<file path="config.mk">
export PLATFORM = sky130hd
export DESIGN_NAME = regfile_read_arbiter
export DESIGN_NICKNAME = d
export VERILOG_FILES = /design/src/rtl/regfile_arb_pkg.sv /design/src/rtl/rr_priority_picker.sv /design/src/rtl/regfile_read_arbiter.sv
export SDC_FILE = /design/constraint.sdc
export NUM_CORES = 1
export LEC_CHECK = 0
export CAP_MARGIN = 15
export CELL_PAD_IN_SITES_DETAIL_PLACEMENT = 1
export CELL_PAD_IN_SITES_GLOBAL_PLACEMENT = 2
export CORE_ASPECT_RATIO = 0.8
export CORE_MARGIN = 10
export CORE_UTILIZATION = 22
export CTS_CLUSTER_DIAMETER = 200
export DETAILED_ROUTE_END_ITERATION = 10
export GPL_TIMING_DRIVEN = 1
export HOLD_SLACK_MARGIN = 0.03
export PLACE_DENSITY = 0.91
export SETUP_SLACK_MARGIN = 0.4
export SLEW_MARGIN = 15
export SYNTH_ARGS = -nofsm -noshare
export SYNTH_HDL_FRONTEND = slang
export SYNTH_SLANG_ARGS = --single-unit
</file>
<file path="constraint.sdc">
create_clock -name clock_i -period 4.1 [get_ports clock_i]
set_input_delay 0.82 -clock clock_i [delete_from_list [all_inputs] [get_ports clock_i]]
set_output_delay 0.82 -clock clock_i [all_outputs]
set_load 0.02 [all_outputs]
</file>
<file path="src/rtl/regfile_arb_pkg.sv">
// regfile_arb_pkg
//   Shared definitions for the register-file read arbiter:
//   - FSM state encodings (IDLE / ACCESS / RESPOND)
//   - idx_w(): index width for a NUM_REQ-entry requester vector
package regfile_arb_pkg;

  localparam logic [1:0] ST_IDLE    = 2'd0;
  localparam logic [1:0] ST_ACCESS  = 2'd1;
  localparam logic [1:0] ST_RESPOND = 2'd2;

  // Never returns 0, so a 2-requester build still gets a 1-bit index.
  function automatic int idx_w(input int n);
    return (n <= 2) ? 1 : $clog2(n);
  endfunction

endpackage

</file>
<file path="src/rtl/rr_priority_picker.sv">
// rr_priority_picker
//   Combinational round-robin search. Priority starts at ptr_i+1 and
//   wraps modulo NUM_REQ, so the requester at ptr_i is considered last.
// Ports:
//   req_i  [NUM_REQ]  request vector
//   ptr_i  [IW]       index of the most recently granted requester
//   gnt_o  [NUM_REQ]  one-hot grant (all zero when nothing is requesting)
//   idx_o  [IW]       index of the granted requester
//   any_o             at least one request present
module rr_priority_picker
  import regfile_arb_pkg::*;
#(
  parameter int NUM_REQ = 4,
  parameter int IW      = idx_w(NUM_REQ)
) (
  input  logic [NUM_REQ-1:0] req_i,
  input  logic [IW-1:0]      ptr_i,
  output logic [NUM_REQ-1:0] gnt_o,
  output logic [IW-1:0]      idx_o,
  output logic               any_o
);

  always_comb begin
    gnt_o = '0;
    idx_o = '0;
    any_o = 1'b0;
    for (int k = 1; k <= NUM_REQ; k++) begin
      int c;
      c = (int'(ptr_i) + k) % NUM_REQ;
      if (!any_o && req_i[c[IW-1:0]]) begin
        any_o             = 1'b1;
        idx_o             = c[IW-1:0];
        gnt_o[c[IW-1:0]]  = 1'b1;
      end
    end
  end

endmodule

</file>
<file path="src/rtl/regfile_read_arbiter.sv">
// regfile_read_arbiter
//   Shares one register-file read port between NUM_REQ requesters with
//   round-robin fairness and a single outstanding transaction.
//   Flow: IDLE (accept) -> ACCESS (one read cycle) -> RESPOND (hold until
//   the granted requester takes the response) -> IDLE.
// Ports:
//   clock_i, reset_i        clock, synchronous active-high reset
//   req_valid_i/req_ready_o request handshake, ready one-hot in IDLE only
//   req_addr_i              linearised per-requester addresses
//   rf_read_en_o/_addr_o    read port towards the register-file mux tree
//   rf_read_data_i          combinational read data from the register file
//   resp_valid_o/resp_ready_i response handshake, valid one-hot
//   resp_data_o             registered read data
// Optional build macro:
//   REGFILE_ARB_X0_BYPASS_EN  address-0 reads skip the port and return 0
//                             one cycle earlier.
module regfile_read_arbiter
  import regfile_arb_pkg::*;
#(
  parameter int NUM_REQ   = 4,
  parameter int ADDR_SIZE = 5,
  parameter int DATA_SIZE = 64
) (
  input  logic                           clock_i,
  input  logic                           reset_i,
  input  logic [NUM_REQ-1:0]             req_valid_i,
  input  logic [NUM_REQ*ADDR_SIZE-1:0]   req_addr_i,
  output logic [NUM_REQ-1:0]             req_ready_o,
  output logic                           rf_read_en_o,
  output logic [ADDR_SIZE-1:0]           rf_read_addr_o,
  input  logic [DATA_SIZE-1:0]           rf_read_data_i,
  output logic [NUM_REQ-1:0]             resp_valid_o,
  output logic [DATA_SIZE-1:0]           resp_data_o,
  input  logic [NUM_REQ-1:0]             resp_ready_i
);

  localparam int IW = idx_w(NUM_REQ);

  logic [1:0]                          state_q, state_d;
  logic [IW-1:0]                       rr_ptr_q, rr_ptr_d;
  logic [IW-1:0]                       grant_q, grant_d;
  logic [ADDR_SIZE-1:0]                addr_q, addr_d;
  logic [DATA_SIZE-1:0]                data_q, data_d;

  logic [NUM_REQ-1:0][ADDR_SIZE-1:0]   addr_arr;
  logic [NUM_REQ-1:0]                  pick_gnt;
  logic [IW-1:0]                       pick_idx;
  logic                                pick_any;

  assign addr_arr = req_addr_i;

  rr_priority_picker #(.NUM_REQ(NUM_REQ), .IW(IW)) u_pick (
    .req_i (req_valid_i),
    .ptr_i (rr_ptr_q),
    .gnt_o (pick_gnt),
    .idx_o (pick_idx),
    .any_o (pick_any)
  );

  // Ready only points at a valid requester, so any_o in IDLE is acceptance.
  assign req_ready_o    = (state_q == ST_IDLE) ? pick_gnt : '0;
  assign rf_read_en_o   = (state_q == ST_ACCESS);
  assign rf_read_addr_o = addr_q;
  assign resp_data_o    = data_q;

  always_comb begin
    resp_valid_o = '0;
    if (state_q == ST_RESPOND) resp_valid_o[grant_q] = 1'b1;
  end

  always_comb begin
    state_d  = state_q;
    rr_ptr_d = rr_ptr_q;
    grant_d  = grant_q;
    addr_d   = addr_q;
    data_d   = data_q;
    case (state_q)
      ST_IDLE: begin
        if (pick_any) begin
          grant_d  = pick_idx;
          addr_d   = addr_arr[pick_idx];
          rr_ptr_d = pick_idx;
          state_d  = ST_ACCESS;
`ifdef REGFILE_ARB_X0_BYPASS_EN
          if (addr_arr[pick_idx] == '0) begin
            data_d  = '0;
            state_d = ST_RESPOND;
          end
`endif
        end
      end
      ST_ACCESS: begin
        data_d  = rf_read_data_i;
        state_d = ST_RESPOND;
      end
      ST_RESPOND: begin
        if (resp_ready_i[grant_q]) state_d = ST_IDLE;
      end
      default: state_d = ST_IDLE;
    endcase
  end

  always_ff @(posedge clock_i) begin
    if (reset_i) begin
      state_q  <= ST_IDLE;
      rr_ptr_q <= IW'(NUM_REQ - 1);
      grant_q  <= '0;
      addr_q   <= '0;
      data_q   <= '0;
    end else begin
      state_q  <= state_d;
      rr_ptr_q <= rr_ptr_d;
      grant_q  <= grant_d;
      addr_q   <= addr_d;
      data_q   <= data_d;
    end
  end

endmodule
</file>
# After elaboration in Yosys (flattened, before gate mapping)
# Cells that the tools add are included.
# classes
add_sub_neg	4
reduce_logical	14
div	0
mul	0
muxes	39
n_shift	0
n_eq_ne	4
order_cmp	11
bitwise_logic	3
# op_table
operator	count
4-bit 2-to-1 mux	6
2-bit by 3-bit < comparator with 1-bit output, second input constant	6
1-bit 2-to-1 mux	14
2-bit 2-to-1 mux	6
4-bit OR	3
1-bit binary-select mux with 2-bit select	5
5-bit binary-select mux with 2-bit select	1
1-bit demux with 2-bit select	5
2-bit by 1-bit >= comparator with 1-bit output, second input constant	5
1-bit logical AND	8
2-bit one-hot mux with 3 select lines	1
5-bit 2-to-1 mux	1
2-bit by 1-bit adder with 2-bit output, second input constant	2
2-bit adder, second input constant	2
2-bit AND reduction	2
1-bit logical NOT	3
2-bit by 1-bit == test with 1-bit output, second input constant	1
2-bit == test, second input constant	1
2-bit logical NOT	1
2-bit by 1-bit inequality test with 1-bit output, second input constant	1
2-bit inequality test, second input constant	1
# totals
mem_count	0
elab_cells	80
latch_bits	0
ff_bits	75
mem_bits_ro	0
mem_bits_rw	0

# Depth between registers and ports, before layout
# Gate-level depths: netlist of run 1.
# depth
word_depth	15
depth_mapped	12

# By module
# A second synthesis of run 1 with hierarchy kept.
# unflattened
cells_unflattened	407
hier_area_um2	3352.0
# by_module_without_submodules
module	cells_per_inst	area_per_inst_um2	instances	seq_area_each_um2
regfile_read_arbiter	339	2826.5	1	1501.4
rr_priority_picker	68	525.5	1	0.0

# Worst setup path before layout of run 1
# Ideal clock, no wire load.
# synth_path
path_type	reg-to-output
startpoint	register rr_ptr_q[0]
endpoint	output req_ready_o[0]
arrival_time_ps	2861
setup_slack_ps	419
required_time_ps	3280
stages_incl_launch_ff	11
path_cell_list	dfxtp_1 -> buf_6 -> buf_2 -> inv_1 -> clkbuf_1 -> ha_1 -> mux4_2 -> nor3_1 -> and2_1 -> a221oi_1 -> nor3_1
# synth_via
elab_chain_cells	14
elab_cells_between_ends	49
classes_between	add/sub: 4; order compare: 8; mux: 24; bitwise: 3; reduce/logical: 10
# synth_lines
item	line	source
start, declared	regfile_read_arbiter.sv:40	logic [IW-1:0] rr_ptr_q, rr_ptr_d;
start signal, assigned	regfile_read_arbiter.sv:106	rr_ptr_q <= IW'(NUM_REQ - 1);
start signal, assigned	regfile_read_arbiter.sv:112	rr_ptr_q <= rr_ptr_d;
parallel branches: the longest is 12 deep, another holds 2-bit by 3-bit < comparator with 1-bit output	-	
4-bit 2-to-1 mux *	rr_priority_picker.sv:30	if (!any_o && req_i[c[IW-1:0]]) begin
4-bit 2-to-1 mux *	regfile_read_arbiter.sv:61	assign req_ready_o = (state_q == ST_IDLE) ? pick_gnt : '0;
end, declared	regfile_read_arbiter.sv:28	output logic [NUM_REQ-1:0] req_ready_o,
# Mark *: on every way between the ends. The select of a mux whose other input is x is not followed.

# Worst setup path after layout of run 1
# layout_path
startpoint	input req_valid_i[0]
endpoint	output req_ready_o[3]
# layout_via
elab_chain_cells	13
elab_cells_between_ends	25
classes_between	mux: 16; bitwise: 3; reduce/logical: 6
# layout_lines
item	line	source
start, declared	regfile_read_arbiter.sv:26	input logic [NUM_REQ-1:0] req_valid_i,
1-bit binary-select mux with 2-bit select	rr_priority_picker.sv:30	
1-bit 2-to-1 mux (not written as such)	rr_priority_picker.sv:30	
1-bit 2-to-1 mux	rr_priority_picker.sv:30	
1-bit logical NOT	rr_priority_picker.sv:30	
1-bit logical AND	rr_priority_picker.sv:30	
1-bit 2-to-1 mux	rr_priority_picker.sv:30	
1-bit logical NOT	rr_priority_picker.sv:30	
1-bit logical AND	rr_priority_picker.sv:30	
1-bit 2-to-1 mux	rr_priority_picker.sv:30	
1-bit logical NOT	rr_priority_picker.sv:30	
1-bit logical AND	rr_priority_picker.sv:30	
4-bit 2-to-1 mux *	rr_priority_picker.sv:30	
4-bit 2-to-1 mux *	regfile_read_arbiter.sv:61	
# Every way passes the cells marked *; elsewhere a longest branch is shown, timed or not. The select of a mux whose other input is x is not followed.

==> results of run 1 <==
==> report_power, final <==
part / switching, mW / internal (mW) / leakage, nW
clock network: 0.323 / 0.488 / 0.145
registers: 0.0992 / 0.880 / 0.615
logic: 1.12 / 0.826 / 1.36
==> cell usage in the layout, fill, tap and decap left out, types with 4 or more instances in the layout <==
| master | Yosys | final |
|---|---|---|
| clkdlybuf4s50_1 | 0 | 162 |
| nand2_1 | 131 | 131 |
| dfxtp_1 | 75 | 75 |
| a21oi_1 | 66 | 66 |
| nor2_1 | 28 | 28 |
| buf_4 | 1 | 17 |
| nor3_1 | 17 | 16 |
| clkbuf_16 | 0 | 9 |
| ha_1 | 8 | 8 |
| a211oi_1 | 6 | 6 |
| mux4_2 | 5 | 5 |
| or3_1 | 5 | 5 |
| a22oi_1 | 4 | 4 |
| nand2b_1 | 5 | 4 |
| o31a_1 | 4 | 4 |
| clkdlybuf4s15_2 | 0 | 4 |
==> final cells by class <==
cell class | instances | area [sq um] | share of cell area, %
clock buffer | 10 | 239 | 4.12
clock inverter | 6 | 63.8 | 1.10
inverter | 5 | 18.8 | 0.324
multi-input combinational | 328 | 1870 | 32.2
sequential | 75 | 1500 | 25.9
tap | 215 | 269 | 4.64
timing repair buffer | 188 | 1840 | 31.8
==> critical path: cells and delay by family <==
kind            cells  cell delay, ns
simple gates        3            0.64
buf+inv             2            0.61
compound gates      1            0.06
mux                 1            0.54
==> metrics by stage <==
stage                     cells  total power [mW]  hold WS, ns
after floorplan             440              2.19        0.517
after global placement      811              2.85        0.441
after detailed placement    811              2.93        0.449
after CTS                   827              3.78        0.457
after global routing        827              4.01        0.474
final                       827              3.74        0.454
==> final timing paths <==
path,to,slack (ns),cells after the start
worst max-delay path,req_ready_o[3],0.60,7
worst min-delay path,resp_data_o[33],0.45,2
worst max register to register,rf_read_addr_o[1],1.19,9
worst min register to register,resp_data_o[33],0.45,2
==> repair_timing <==
action	CTS	global route
buffers inserted	0	0
gates resized for setup	23	4
hold endpoints to repair	0	0
endpoints found under the setup margin	4	4
==> Yosys cell counts, types with 2 or more instances <==
cell and number:
a2111oi_0 2, a211oi_1 6, a21oi_1 66, a221oi_1 6
a22oi_1 4, a31oi_1 2, and3_1 3, and4_1 2
buf_1 4, buf_6 5, clkbuf_1 21, dfxtp_1 75
ha_1 8, inv_1 4, mux2_2 3, mux2i_1 2
mux4_2 5, nand2_1 131, nand2b_1 5, nor2_1 28
nor2b_1 2, nor3_1 17, nor3b_1 2, o211ai_1 3
o21a_1 3, o21ai_0 3, o21bai_1 2, o31a_1 4
or3_1 5
==> layer usage <==
metal  vias to the layer above  part of all wire, %
met1                      1865                   44
met4                         4                  1.1
li1                       1847                    -
met2                       123                   46
met3                        16                  8.5
met5                         -                 0.15
==> state kept, by name, indices dropped and copies added (netlist names) <==
signal / flops
state_q: 2
rf_read_addr_o: 5
resp_data_o: 64
rr_ptr_q: 2
grant_q: 2
==> cell families (layout without fill, tap and decap cells) <==
logic type / count (synthesis) / count (layout) / synth area share (%)
AO/OA/AOI/OAI: 111 / 111 / 20.5
adder cells (fa/ha/maj): 8 / 8 / 2.85
buffers and inverters: 37 / 209 / 5.17
flip-flops: 75 / 75 / 42.8
multiplexers: 11 / 11 / 5.13
AND/OR/NAND/NOR: 198 / 198 / 23.6
==> impl_metrics.csv, run 1 <==
group,metric,value,unit
outcome,outcome,"completed",
yosys,synthArstFlopShare,0,%
cts,ctsRootBufferMaster,"clkbuf_16",
setup_path,startpoint,"req_valid_i[0]",
layout,area.growth.synth_to_final,65.1,%
global_route,busiest_layer,"met2",
job,maxCapViolations,0,
place,io_buffer_count,171,
cts,cts.htree.levels,3,
cts,clock-sinks,75,
route,drtIter0Drc,198,
global_route,grt_use_met2,20.7,%
layout,antenna_cells,0,
cts,clkSlewWorstSetupHoldPaths,0.06,ns
global_route,grt_pass1_wl,22500,um
die,core-area,15700,sq um
route,viasPerCell,4.66,
place,gp_congestion,0.786,
route,drtAntennaViolNets,0,
cts,cts_tree,"built",
setup_path,critPathKind,"in -> out",
setup_path,slowest_delay,0.54,ns
pwr,pwr_density_cell,644,nW/um^2
sta,fin_worst_skew,0.00584,ns
die,fp-row-count,41,
global_route,grtUsageMet1,15.3,%
route,route.detailed.drc,0,
sta,finalHoldViolCount,0,
route,wl,14200,um
layout,final_area,5800,sq um
global_route,overflow,0,
global_route,grt_util_met3,6.08,%
global_route,antenna_found_initial,2,
yosys,seq_area_frac_synth,42.8,%
sta,fmax,0.286,GHz
setup_path,crit_path_start_kind,"input pin",
yosys,avgSynthCellArea,7.98,sq um
setup_path,crit_chain,"dlygate4sd2_1 -> mux4_2 -> nor3_2 -> and2_4 -> a221oi_2 -> nor3_1 -> clkdlybuf4s15_2",
sta,drv_slew,0,
route,vias,3855,
die,die_x,161,um
yosys,synth_fp_nets,542,
setup_path,crit_arrival,2.68,ns
sta,period_share,85.4,%
setup_path,worst_path_max_delay_cell,"mux4_2",
setup_path,cp.required,3.28,ns
cts,clkLatencyLatePin,0.33,ns
layout,drive_gt1_share,9.97,%
yosys,synth_area_leaders,"dfxtp_1 43%, nand2_1 14%, a21oi_1 9.4%",
die,initial_utilization,22.4,%
place,place_area,5460,sq um
cts,cts.path.max_buffers,2,
yosys,postSynthCellCount,440,
sta,rsz0062_at_grt,"false",
yosys,synth-edff-count,0,
route,first_pass_iters,4,
sta,tightest_slew,0.682,ns
yosys,synth-seq-cells,75,
pwr,p_leak,2.12,nW
pwr,vdd_drop_max,0.000178,V
cts,cts_inserted_buffers,9,
sta,worst_slack,0.599,ns
sta,maxSlewHeadroom,54.5,%
min_path,hold_class,"reg -> reg",
route,wl_per_cell,17.2,um
yosys,synth_ff_type,"dfxtp_1",
die,ioPinCount,172,
min_path,holdCritStartpoint,"resp_data_o[33]",
global_route,grt_usage,12.9,%
place,dpl_worst_slack,-0.0943,ns
yosys,synth_cell_types,46,
place,post-dp-hpwl,10800,um
global_route,grt_pass1_vias,4106,
setup_path,end_kind,"output pin",
setup_path,reg2reg_from,"rr_ptr_q[1]",
die,dieHeight,133,um
global_route,grt_start_max_net_pins,66,
yosys,synth_warnings,0,
die,die_area,21400,sq um
yosys,synth.largest_area_cell,"dfxtp_1",
sta,setup_tns,0,ns
sta,period_minus_slack,3.50,ns
layout,fin_nets,709,
yosys,synth_top_area_share,42.8,%
cts,hold_buffers,0,
layout,final_util,36.9,%
sta,setup-violations-final,0,
layout,nFillCells,1850,
setup_path,worstPathMaxFanout,8,
yosys,netlist_area,3510,sq um
No activity file was read; power rests on OpenSTA's default activity.
==> run 2: changes to the inputs <==
--- a/config.mk
+++ b/config.mk
@@ -5,7 +5,7 @@
 export SDC_FILE = /design/constraint.sdc
 export NUM_CORES = 1
 export LEC_CHECK = 0
-export CAP_MARGIN = 15
+export CAP_MARGIN = 0
 export CELL_PAD_IN_SITES_DETAIL_PLACEMENT = 1
 export CELL_PAD_IN_SITES_GLOBAL_PLACEMENT = 2
 export CORE_ASPECT_RATIO = 0.8
==> results of run 2 <==
Final layout, timing and power as in run 1 (identical DEF).
==> run 3: changes to the inputs <==
--- a/config.mk
+++ b/config.mk
@@ -10,12 +10,13 @@
 export CELL_PAD_IN_SITES_GLOBAL_PLACEMENT = 2
 export CORE_ASPECT_RATIO = 0.8
 export CORE_MARGIN = 10
-export CORE_UTILIZATION = 22
+export CORE_UTILIZATION = 33
 export CTS_CLUSTER_DIAMETER = 200
 export DETAILED_ROUTE_END_ITERATION = 10
+export DONT_BUFFER_PORTS = 1
 export GPL_TIMING_DRIVEN = 1
 export HOLD_SLACK_MARGIN = 0.03
-export PLACE_DENSITY = 0.91
+export PLACE_DENSITY = 0.88
 export SETUP_SLACK_MARGIN = 0.4
 export SLEW_MARGIN = 15
 export SYNTH_ARGS = -nofsm -noshare
==> constraint.sdc (replaced) <==
create_clock -name clock_i -period 3.7 [get_ports clock_i]
set_input_delay 0.74 -clock clock_i [delete_from_list [all_inputs] [get_ports clock_i]]
set_output_delay 0.74 -clock clock_i [all_outputs]
set_load 0.02 [all_outputs]
==> run 3 against run 2 <==
Critical path depth grew 2. Total power grew 0.48%. Clock power increased by 9.6%. Final cell count is 30% lower.
==> impl_metrics.csv, run 3 (synthesis gave the netlist of run 1 again) <==
group,metric,value,unit
setup_path,worstPathMaxFanout,9,
outcome,outcome,"completed",
global_route,grt_usage,15.1,%
sta,tightest_slew,0.738,ns
global_route,antenna_found_initial,0,
setup_path,end_kind,"output pin",
setup_path,startpoint,"rr_ptr_q[0]",
die,die_x,135,um
setup_path,crit_arrival,2.37,ns
route,viasPerCell,5.45,
layout,largest_reg_flops,64,
layout,area.growth.synth_to_final,14.4,%
sta,finalHoldViolCount,0,
cts,cts_inserted_buffers,9,
cts,clock-sinks,75,
min_path,holdCritStartpoint,"reset_i",
sta,fin_worst_skew,0.00793,ns
cts,clkLatencyLatePin,0.33,ns
job,maxCapViolations,0,
sta,period_share,84.1,%
place,post-dp-hpwl,9040,um
cts,hold_buffers,0,
die,dieHeight,112,um
route,vias,3159,
cts,cts_tree,"built",
setup_path,slowest_delay,0.41,ns
min_path,min_path_cells,1,
place,gp_congestion,0.819,
setup_path,reg2reg_from,"rr_ptr_q[0]",
setup_path,cp.required,2.96,ns
setup_path,r2r_slack,0.79,ns
route,wl_per_cell,20.6,um
cts,cts.htree.levels,3,
setup_path,critPathKind,"reg -> out",
route,first_pass_iters,4,
sta,period_minus_slack,3.11,ns
pwr,p_leak,1.46,nW
cts,ctsRootBufferMaster,"clkbuf_16",
place,place_area,3660,sq um
sta,setup_tns,0,ns
layout,final_cell_mix,"131 x nand2_1, 74 x dfxtp_1, 66 x a21oi_1",
setup_path,crit_chain,"inv_1 -> ha_4 -> mux4_2 -> nor2b_1 -> a22oi_1 -> nor2_1 -> a221oi_2 -> nor3_2 -> buf_4",
route,drtAntennaViolNets,0,
global_route,grt_pass1_vias,3282,
setup_path,worst_path_max_delay_cell,"dfxtp_4",
layout,final_area,4020,sq um
pwr,pwr_density_cell,934,nW/um^2
place,dpl.cell_count,561,
route,wl,12000,um
min_path,hold_class,"in -> reg",
layout,fin_nets,537,
cts,cts.path.max_buffers,2,
route,drtIter0Drc,176,
global_route,overflow,0,
die,core-area,10300,sq um
pwr,vdd_drop_max,0.000261,V
layout,antenna_cells,0,
sta,fmax,0.321,GHz
global_route,grt_pass1_wl,18600,um
layout,final_common_cell,"nand2_1",
sta,hold_ws,0.494,ns
cts,clkSlewWorstSetupHoldPaths,0.06,ns
setup_path,crit_path_start_kind,"register",
sta,rsz0062_at_grt,"false",
die,ioPinCount,172,
die,die_area,15200,sq um
route,route.detailed.drc,0,
setup_path,worst_r2r_path_depth,9,
die,initial_utilization,34.0,%
die,fp-row-count,33,
layout,drive_gt1_share,13.9,%
global_route,grt_start_max_net_pins,77,
place,io_buffer_count,0,
sta,maxSlewHeadroom,50.7,%
layout,fin_cells,580,
sta,drv_slew,0,
sta,setup-violations-final,0,
-- run 3: critical path, delay by kind of cell (launching register included) --
family | cells | cell delay (ns)
AO/OA/AOI/OAI | 2 | 0.38
adder cells (fa/ha/maj) | 1 | 0.32
buffers and inverters | 2 | 0.27
flip-flops | 1 | 0.41
multiplexers | 1 | 0.34
AND/OR/NAND/NOR | 3 | 0.33
-- run 3: what timing repair did --
item | 4_1_cts | 5_1_grt
setup buffers | 0 | 3
pin swaps | 0 | 0
endpoints found under the setup margin | 4 | 4
resized for setup | 3 | 5
hold endpoints to repair | 0 | 0
-- run 3: metal layers --
layer	track usage, %	vias to the layer above	wire length, um
met2	23.6	119	5410
met4	5.16	0	196
met5	0	-	0
li1	-	1506	-
met3	7.44	16	1320
met1	17.5	1518	5040
-- run 3: where the power goes --
group	internal (mW)	switching [mW]	leakage (nW)
Clock	0.541	0.348	0.145
Sequential	0.979	0.333	0.615
Combinational	0.604	0.947	0.697
Total	2.12	1.63	1.46
-- run 3: final timing paths --
path | endpoint
setup / recovery | req_ready_o[2]
hold / removal | resp_data_o[14]
setup reg to reg | rf_read_addr_o[4]
hold reg to reg | resp_data_o[22]
-- run 3: metrics by stage --
step	worst slack (ns)	power [mW]	util, %
2_1_floorplan	0.417	2.46	-
3_3_place_gp	0.617	2.74	35.4
3_5_place_dp	0.498	2.83	35.4
4_1_cts	0.417	3.74	38.5
5_1_grt	0.394	4.03	38.9
6_report	0.588	3.75	38.9
-- run 3: final cells by class --
type	count	area (sq um)
clock inverter	6	63.8
tap	140	175
sequential	75	1510
fill	1263	6300
clock buffer	10	239
timing repair buffer	16	120
inverter	5	18.8
multi-input combinational	328	1900
